## config.mk

```make
export PLATFORM = sky130hd
export DESIGN_NAME = fir_output_stage
export DESIGN_NICKNAME = d
export VERILOG_FILES = /design/src/rtl/fir_pkg.sv /design/src/rtl/fir_out_fifo.sv /design/src/rtl/fir_output_stage.sv
export SDC_FILE = /design/constraint.sdc
export NUM_CORES = 1
export LEC_CHECK = 0
export ABC_AREA = 1
export BUFFER_PORTS_ARGS = -buffer_cell sky130_fd_sc_hd__buf_2
export CORE_UTILIZATION = 63
export CTS_CLUSTER_DIAMETER = 40
export DETAILED_ROUTE_END_ITERATION = 12
export PLACE_DENSITY_LB_ADDON = 0.1
export SYNTH_ARGS = -nofsm -noshare
export SYNTH_HDL_FRONTEND = slang
export SYNTH_HIERARCHICAL = 1
export SYNTH_SLANG_ARGS = --single-unit
export TNS_END_PERCENT = 1
```

## constraint.sdc

```tcl
create_clock -name clk -period 5.13 [get_ports clk]
set_clock_uncertainty 0.2 [all_clocks]
set_input_delay 0 -clock clk [delete_from_list [all_inputs] [get_ports clk]]
set_output_delay 0 -clock clk [all_outputs]
set_load 0.01 [all_outputs]
```

## src/rtl/fir_pkg.sv

```systemverilog
// Shared definitions for the FIR output stage: default widths, sample and
// accumulator types, and the round-half-up requantising shift.
package fir_pkg;

    localparam int FIR_INP_WIDTH  = 16;
    localparam int FIR_OUTP_WIDTH = 32;
    localparam int FIR_FRAC_BITS  = 15;
    localparam int FIR_L          = 3;
    localparam int FIR_FIFO_DEPTH = 4;

    typedef logic signed [FIR_INP_WIDTH-1:0]  sample_t;
    typedef logic signed [FIR_OUTP_WIDTH-1:0] acc_t;
    // One guard bit above the accumulator so the rounding bias cannot overflow.
    typedef logic signed [FIR_OUTP_WIDTH:0]   rnd_t;

    // Add half an output LSB, then drop the fraction bits arithmetically.
    // A zero shift returns the sign-extended input unchanged.
    function automatic rnd_t round_shift(input acc_t x, input int frac);
        rnd_t ext;
        rnd_t bias;
        ext  = {x[FIR_OUTP_WIDTH-1], x};
        bias = (frac > 0) ? (rnd_t'(1) <<< (frac - 1)) : '0;
        return (ext + bias) >>> frac;
    endfunction

endpackage

```

## src/rtl/fir_out_fifo.sv

```systemverilog
// First-word-fall-through synchronous FIFO for requantised samples.
// Pointers carry one extra wrap bit so full and empty are told apart by the MSB.
// rd_data reads as zero while the FIFO is empty.
module fir_out_fifo #(
    parameter int WIDTH = 16,
    parameter int DEPTH = 4
) (
    input  logic             clk,
    input  logic             rst_n,
    input  logic             push,
    input  logic [WIDTH-1:0] push_data,
    input  logic             pop,
    output logic             full,
    output logic             empty,
    output logic [WIDTH-1:0] rd_data
);

    localparam int AW = $clog2(DEPTH);

    logic [WIDTH-1:0] mem [DEPTH];
    logic [AW:0]      wr_ptr;
    logic [AW:0]      rd_ptr;
    logic             do_push;
    logic             do_pop;

    assign empty = (wr_ptr == rd_ptr);
    assign full  = (wr_ptr[AW] != rd_ptr[AW]) && (wr_ptr[AW-1:0] == rd_ptr[AW-1:0]);

    // A pop on an empty FIFO is ignored; a push into a full FIFO only lands
    // when the same edge frees a slot.
    assign do_pop  = pop & ~empty;
    assign do_push = push & (~full | do_pop);

    // Head of queue is visible without a pop (fall-through).
    assign rd_data = empty ? '0 : mem[rd_ptr[AW-1:0]];

    // Advance the write and read pointers.
    // NOTE: non-blocking assignments so every register samples pre-edge values regardless of block order.
    always_ff @(posedge clk or negedge rst_n) begin
        if (!rst_n) begin
            wr_ptr <= '0;
            rd_ptr <= '0;
        end else begin
            if (do_push) wr_ptr <= wr_ptr + 1'b1;
            if (do_pop)  rd_ptr <= rd_ptr + 1'b1;
        end
    end

    // Write the storage array.
    // NOTE: storage has no reset; the pointers alone define which entries are valid, and empty masks rd_data.
    always_ff @(posedge clk) begin
        if (do_push) mem[wr_ptr[AW-1:0]] <= push_data;
    end

endmodule

```

## src/rtl/fir_output_stage.sv

```systemverilog
// Consumer end of the FIR datapath: decimates by L, rounds half-up, narrows to
// INP_WIDTH and buffers results on a valid/ready stream. The filter cannot be
// stalled, so lost or clipped samples raise the sticky ovf flag.
// Optional feature: define FIR_OUT_SAT_EN to clamp out-of-range results
// (and flag each clamp); otherwise results wrap in two's complement.
module fir_output_stage
    import fir_pkg::*;
#(
    parameter int INP_WIDTH  = FIR_INP_WIDTH,
    parameter int OUTP_WIDTH = FIR_OUTP_WIDTH,
    parameter int L          = FIR_L,
    parameter int FRAC_BITS  = FIR_FRAC_BITS,
    parameter int FIFO_DEPTH = FIR_FIFO_DEPTH
) (
    input  logic                        clk,
    input  logic                        rst_n,
    input  logic                        in_valid,
    input  logic signed [OUTP_WIDTH-1:0] in_data,
    output logic                        out_valid,
    input  logic                        out_ready,
    output logic signed [INP_WIDTH-1:0] out_data,
    output logic                        ovf,
    input  logic                        ovf_clr
);

    localparam int PW = (L > 1) ? $clog2(L) : 1;

`ifdef FIR_OUT_SAT_EN
    // Saturation needs the full rounded value to see how far out of range it is.
    localparam int S1_W = OUTP_WIDTH + 1;
    localparam logic signed [S1_W-1:0] SAT_MAX = S1_W'((64'sd1 <<< (INP_WIDTH - 1)) - 64'sd1);
    localparam logic signed [S1_W-1:0] SAT_MIN = ~SAT_MAX;
`else
    // Wrapping keeps only the low INP_WIDTH bits, so nothing wider is stored.
    localparam int S1_W = INP_WIDTH;
`endif

    logic [PW-1:0]               phase;
    logic                        keep;
    logic                        s1_valid;
    logic signed [S1_W-1:0]      s1_r;
    logic                        s2_valid;
    logic [INP_WIDTH-1:0]        s2_next;
    logic [INP_WIDTH-1:0]        s2_data;
    logic                        fifo_full;
    logic                        fifo_empty;
    logic [INP_WIDTH-1:0]        fifo_rd_data;
    logic                        drop;
    logic                        ovf_set;
`ifdef FIR_OUT_SAT_EN
    logic                        clip;
`endif

    // Keep inputs #0, #L, #2L, ... counted over valid cycles only.
    assign keep = in_valid & (phase == '0);

    // Phase counter advances on every valid input and wraps at L-1.
    always_ff @(posedge clk or negedge rst_n) begin
        if (!rst_n) begin
            phase <= '0;
        end else if (in_valid) begin
            phase <= (phase == PW'(L - 1)) ? '0 : phase + 1'b1;
        end
    end

    // Stage 1: round half-up and drop the fraction bits.
    always_ff @(posedge clk or negedge rst_n) begin
        if (!rst_n) begin
            s1_valid <= 1'b0;
            s1_r     <= '0;
        end else begin
            s1_valid <= keep;
            if (keep) s1_r <= S1_W'(round_shift(acc_t'(in_data), FRAC_BITS));
        end
    end

    // Narrow the rounded value to the output width (clamp or wrap).
    // NOTE: defaults come first so every path assigns each output; otherwise a latch is inferred.
    always_comb begin
        s2_next = s1_r[INP_WIDTH-1:0];
`ifdef FIR_OUT_SAT_EN
        clip = 1'b0;
        if (s1_r > SAT_MAX) begin
            s2_next = {1'b0, {(INP_WIDTH-1){1'b1}}};
            clip    = 1'b1;
        end else if (s1_r < SAT_MIN) begin
            s2_next = {1'b1, {(INP_WIDTH-1){1'b0}}};
            clip    = 1'b1;
        end
`endif
    end

    // Stage 2: register the narrowed sample ahead of the FIFO push.
    always_ff @(posedge clk or negedge rst_n) begin
        if (!rst_n) begin
            s2_valid <= 1'b0;
            s2_data  <= '0;
        end else begin
            s2_valid <= s1_valid;
            if (s1_valid) s2_data <= s2_next;
        end
    end

    fir_out_fifo #(
        .WIDTH (INP_WIDTH),
        .DEPTH (FIFO_DEPTH)
    ) u_fifo (
        .clk       (clk),
        .rst_n     (rst_n),
        .push      (s2_valid),
        .push_data (s2_data),
        .pop       (out_ready),
        .full      (fifo_full),
        .empty     (fifo_empty),
        .rd_data   (fifo_rd_data)
    );

    assign out_valid = ~fifo_empty;
    assign out_data  = fifo_rd_data;

    // A full FIFO always has a head entry, so it can only make room through out_ready.
    assign drop = s2_valid & fifo_full & ~out_ready;

`ifdef FIR_OUT_SAT_EN
    assign ovf_set = drop | (s1_valid & clip);
`else
    assign ovf_set = drop;
`endif

    // Sticky loss flag; a new event in the clearing cycle keeps it set.
    always_ff @(posedge clk or negedge rst_n) begin
        if (!rst_n) begin
            ovf <= 1'b0;
        end else begin
            ovf <= ovf_set | (ovf & ~ovf_clr);
        end
    end

endmodule

```

==> results.yml <==
status:
  outcome: "complete, no violations"
synthesis:
  ys_types: 33
  avgSynthCellArea_um2: 10.5
  synth_flop_cell: "edfxtp_1"
  async_flop_share_pct: 40.2
  ys_seq_area_share_pct: 62.0
  yosysWarnings: 6
  ys_ff_latch: 107
  synth_edf_count: 64
  syn_nets: 504
  syn_area_um2: 4830
  syn_inst: 461
timing:
  worst_slew_pin_slew_ns: 1.15
  fin_ws_ns: 2.02
  period_share_pct: 60.6
  relSlewSlack_pct: 23.2
  holdWs_ns: 0.0534
  finalSetupViolCount: 0
  grt_setup_unrepaired: "false"
  hold_viol: 0
  slew_violations: 0
  clock.fmax_mhz: 322
  finalSetupTns_ns: 0
  period_needed_ns: 3.11
cells_and_area:
  n_antenna_cell: 0
  fin_nets: 579
  areaGrowthSynthToFinish_pct: 16.6
  nFillCells: 462
  drive_gt1_share_pct: 16.5
min_path:
  worstHoldStart: "in_data[14]"
  hp-class: "input pin to register"
  hold_end: "s1_r[4]"
  hold_path_depth: 5
setup_path:
  cp-end-kind: "register"
  r2r_slack_ns: 2.02
  reg2reg_depth: 7
  arrival_ns: 3.21
  path_max_fanout: 21
  required_ns: 5.23
  worstSetupPathType: "register to register"
  worst_setup_path_start_kind: "register"
  rr_endpoint: "s1_r[7]"
  reg2reg_from: "phase[0]"
clock_network:
  htreeDepth: 3
  numCtsBuffers: 9
  clk_latency_ns: 0.35
  root_buffer: "clkbuf_8"
  cts.clk_slew.worst_paths_ns: 0.10
  cts.sinks: 107
  cts_tree: "yes"
  clock_tree.buffer_depth: 2
global_routing:
  grt_pass1_wl_mm: 15.4
  grt_use_total_pct: 26.4
  grt_pass1_vias: 3292
  grt_overflow: 0
  grt_max_degree: 44
  antenna_found_initial: 0
routing:
  drt_iter0_drc: 231
  final_antenna_net_count: 0
  dr.pass1.iters: 4
  drcViolationCount: 0
  wirelength_mm: 9.42
  vias_per_cell: 5.37
  avgRoutedWirePerCell_um: 14.7
  vias: 3439
die:
  die_w_um: 89.6
  ios: 55
  row_count: 31
  dieArea_um2: 8020
  initial_core_util_pct: 65.9
  core_area_um2: 7330
  die_y_um: 89.6
placed_design:
  place_congestion: 0.827
  hpwlAfterDp_mm: 5.58
  dp_slack_ns: 2.32
  io_buffer_count: 39
pwr:
  ir_worst_vdd_mv: 0.293
  powerDensity_nw_per_um2: 526
  leakagePower_uw: 0.00246
flow_run:
  max-cap-violations: 0
==> worst max-delay path: stages (launching register included) <==
cell           delay (ns)
dfrtp_1              0.39
inv_1                0.07
nand3_1              0.56
inv_2                0.46
o21ai_1              0.11
dlygate4sd3_1        0.58
o21ai_1              0.13
dlygate4sd3_1        0.56
==> report_power, final <==
group,switching (uW),internal (uW)
logic,641,421
clock network,281,184
registers,215,1220
==> layout make-up <==
type,instances,area [um^2],area share [%]
flip-flops and latches,107,3000,53.2
multi-input cells,285,1520,27.0
repair buffers,82,618,11.0
inverters,51,194,3.44
clock buffers,10,128,2.27
well taps,99,124,2.20
clock inverters,6,48.8,0.866
==> synthesized netlist by cell type, drive strengths merged (4+ instances only) <==
cell / n / area share (%)
nor2: 69 / 6.1
nand3: 27 / 3.3
edfxtp: 64 / 40
buf: 17 / 2.4
dfrtp: 43 / 22
inv: 51 / 4.0
mux2: 15 / 3.5
nand2: 93 / 7.7
ha: 6 / 1.6
o21ai: 59 / 6.2
xnor2: 4 / 1.1
==> timing repair <==
item	in CTS	in global routing
buffers inserted	0	0
hold endpoints to repair	68	0
hold buffers	40	0
gates resized for setup	0	0
==> registers in the layout, indices dropped and copies added, names as in the netlist <==
| signal | cells |
|---|---|
| u_fifo/mem | 64 |
| u_fifo/wr_ptr | 3 |
| ovf | 1 |
| s1_valid | 1 |
| u_fifo/rd_ptr | 3 |
| s2_data | 16 |
| phase | 2 |
| s1_r | 16 |
| s2_valid | 1 |
==> per-stage QoR <==
stage	instances	instance area, um^2	util [%]	total power, uW
after global placement	584	5060	69.0	2410
after global routing	640	5630	76.8	3220
after CTS	640	5630	76.8	2980
after detailed placement	584	5060	69.0	2470
after floorplan	461	4830	-	2170
final	640	5630	76.8	2960
==> layer usage <==
metal	vias to the layer above	track usage (%)	wire length, um
met4	0	9.09	164
met5	-	0	0
li1	1663	-	-
met2	116	47.1	4880
met1	1645	32.6	3960
met3	15	4.57	421
==> placed cells by master, fill, tap and decap left out <==
master          n
nand2_1        86
edfxtp_1       64
nor2_1         60
inv_1          48
dfrtp_1        43
dlygate4sd3_1  40
o21ai_0        39
buf_2          39
nand3_1        24
o21ai_1        19
clkbuf_8        9
mux2_1          8
mux2_2          7
nand2_2         6
nor2_2          6
ha_1            6
nor2_4          3
o21bai_1        3
xnor2_1         3
xor2_1          3
buf_4           3
inv_2           2
nand3_2         2
nand4_1         2
inv_6           2
inv_4           2
o22ai_1         1
a21oi_1         1
o21ai_2         1
or2_0           1
clkinv_4        1
inv_8           1
clkinv_2        1
clkbuf_1        1
xnor2_4         1
nand2_4         1
nand3_4         1
nand4_4         1
==> how the worst max path moves through the flow <==
| stage | slack (ns) | start | to | cells after the start |
|---|---|---|---|---|
| final | 2.02 | phase[0] | s1_r[7] | 7 |
| after floorplan | 2.98 | u_fifo/rd_ptr[0] | u_fifo/mem[0][0] | 6 |
| after global routing | 1.75 | phase[0] | s1_r[7] | 7 |
| after CTS | 2.05 | phase[0] | s1_r[7] | 7 |
| after global placement | 2.32 | u_fifo/rd_ptr[1] | u_fifo/mem[1][1] | 4 |
| after detailed placement | 2.32 | u_fifo/rd_ptr[1] | u_fifo/mem[1][0] | 4 |
==> cells by family after synthesis <==
| logic type | after synthesis | share of synthesized area, % |
|---|---|---|
| flops | 107 | 62.0 |
| xor+xnor | 7 | 1.66 |
| mux | 15 | 3.50 |
| simple gates | 193 | 17.9 |
| fa+ha+maj | 6 | 1.55 |
| buf+inv | 69 | 6.50 |
| compound gates | 64 | 6.89 |
Note: power is estimated with default switching activity, not from simulation.
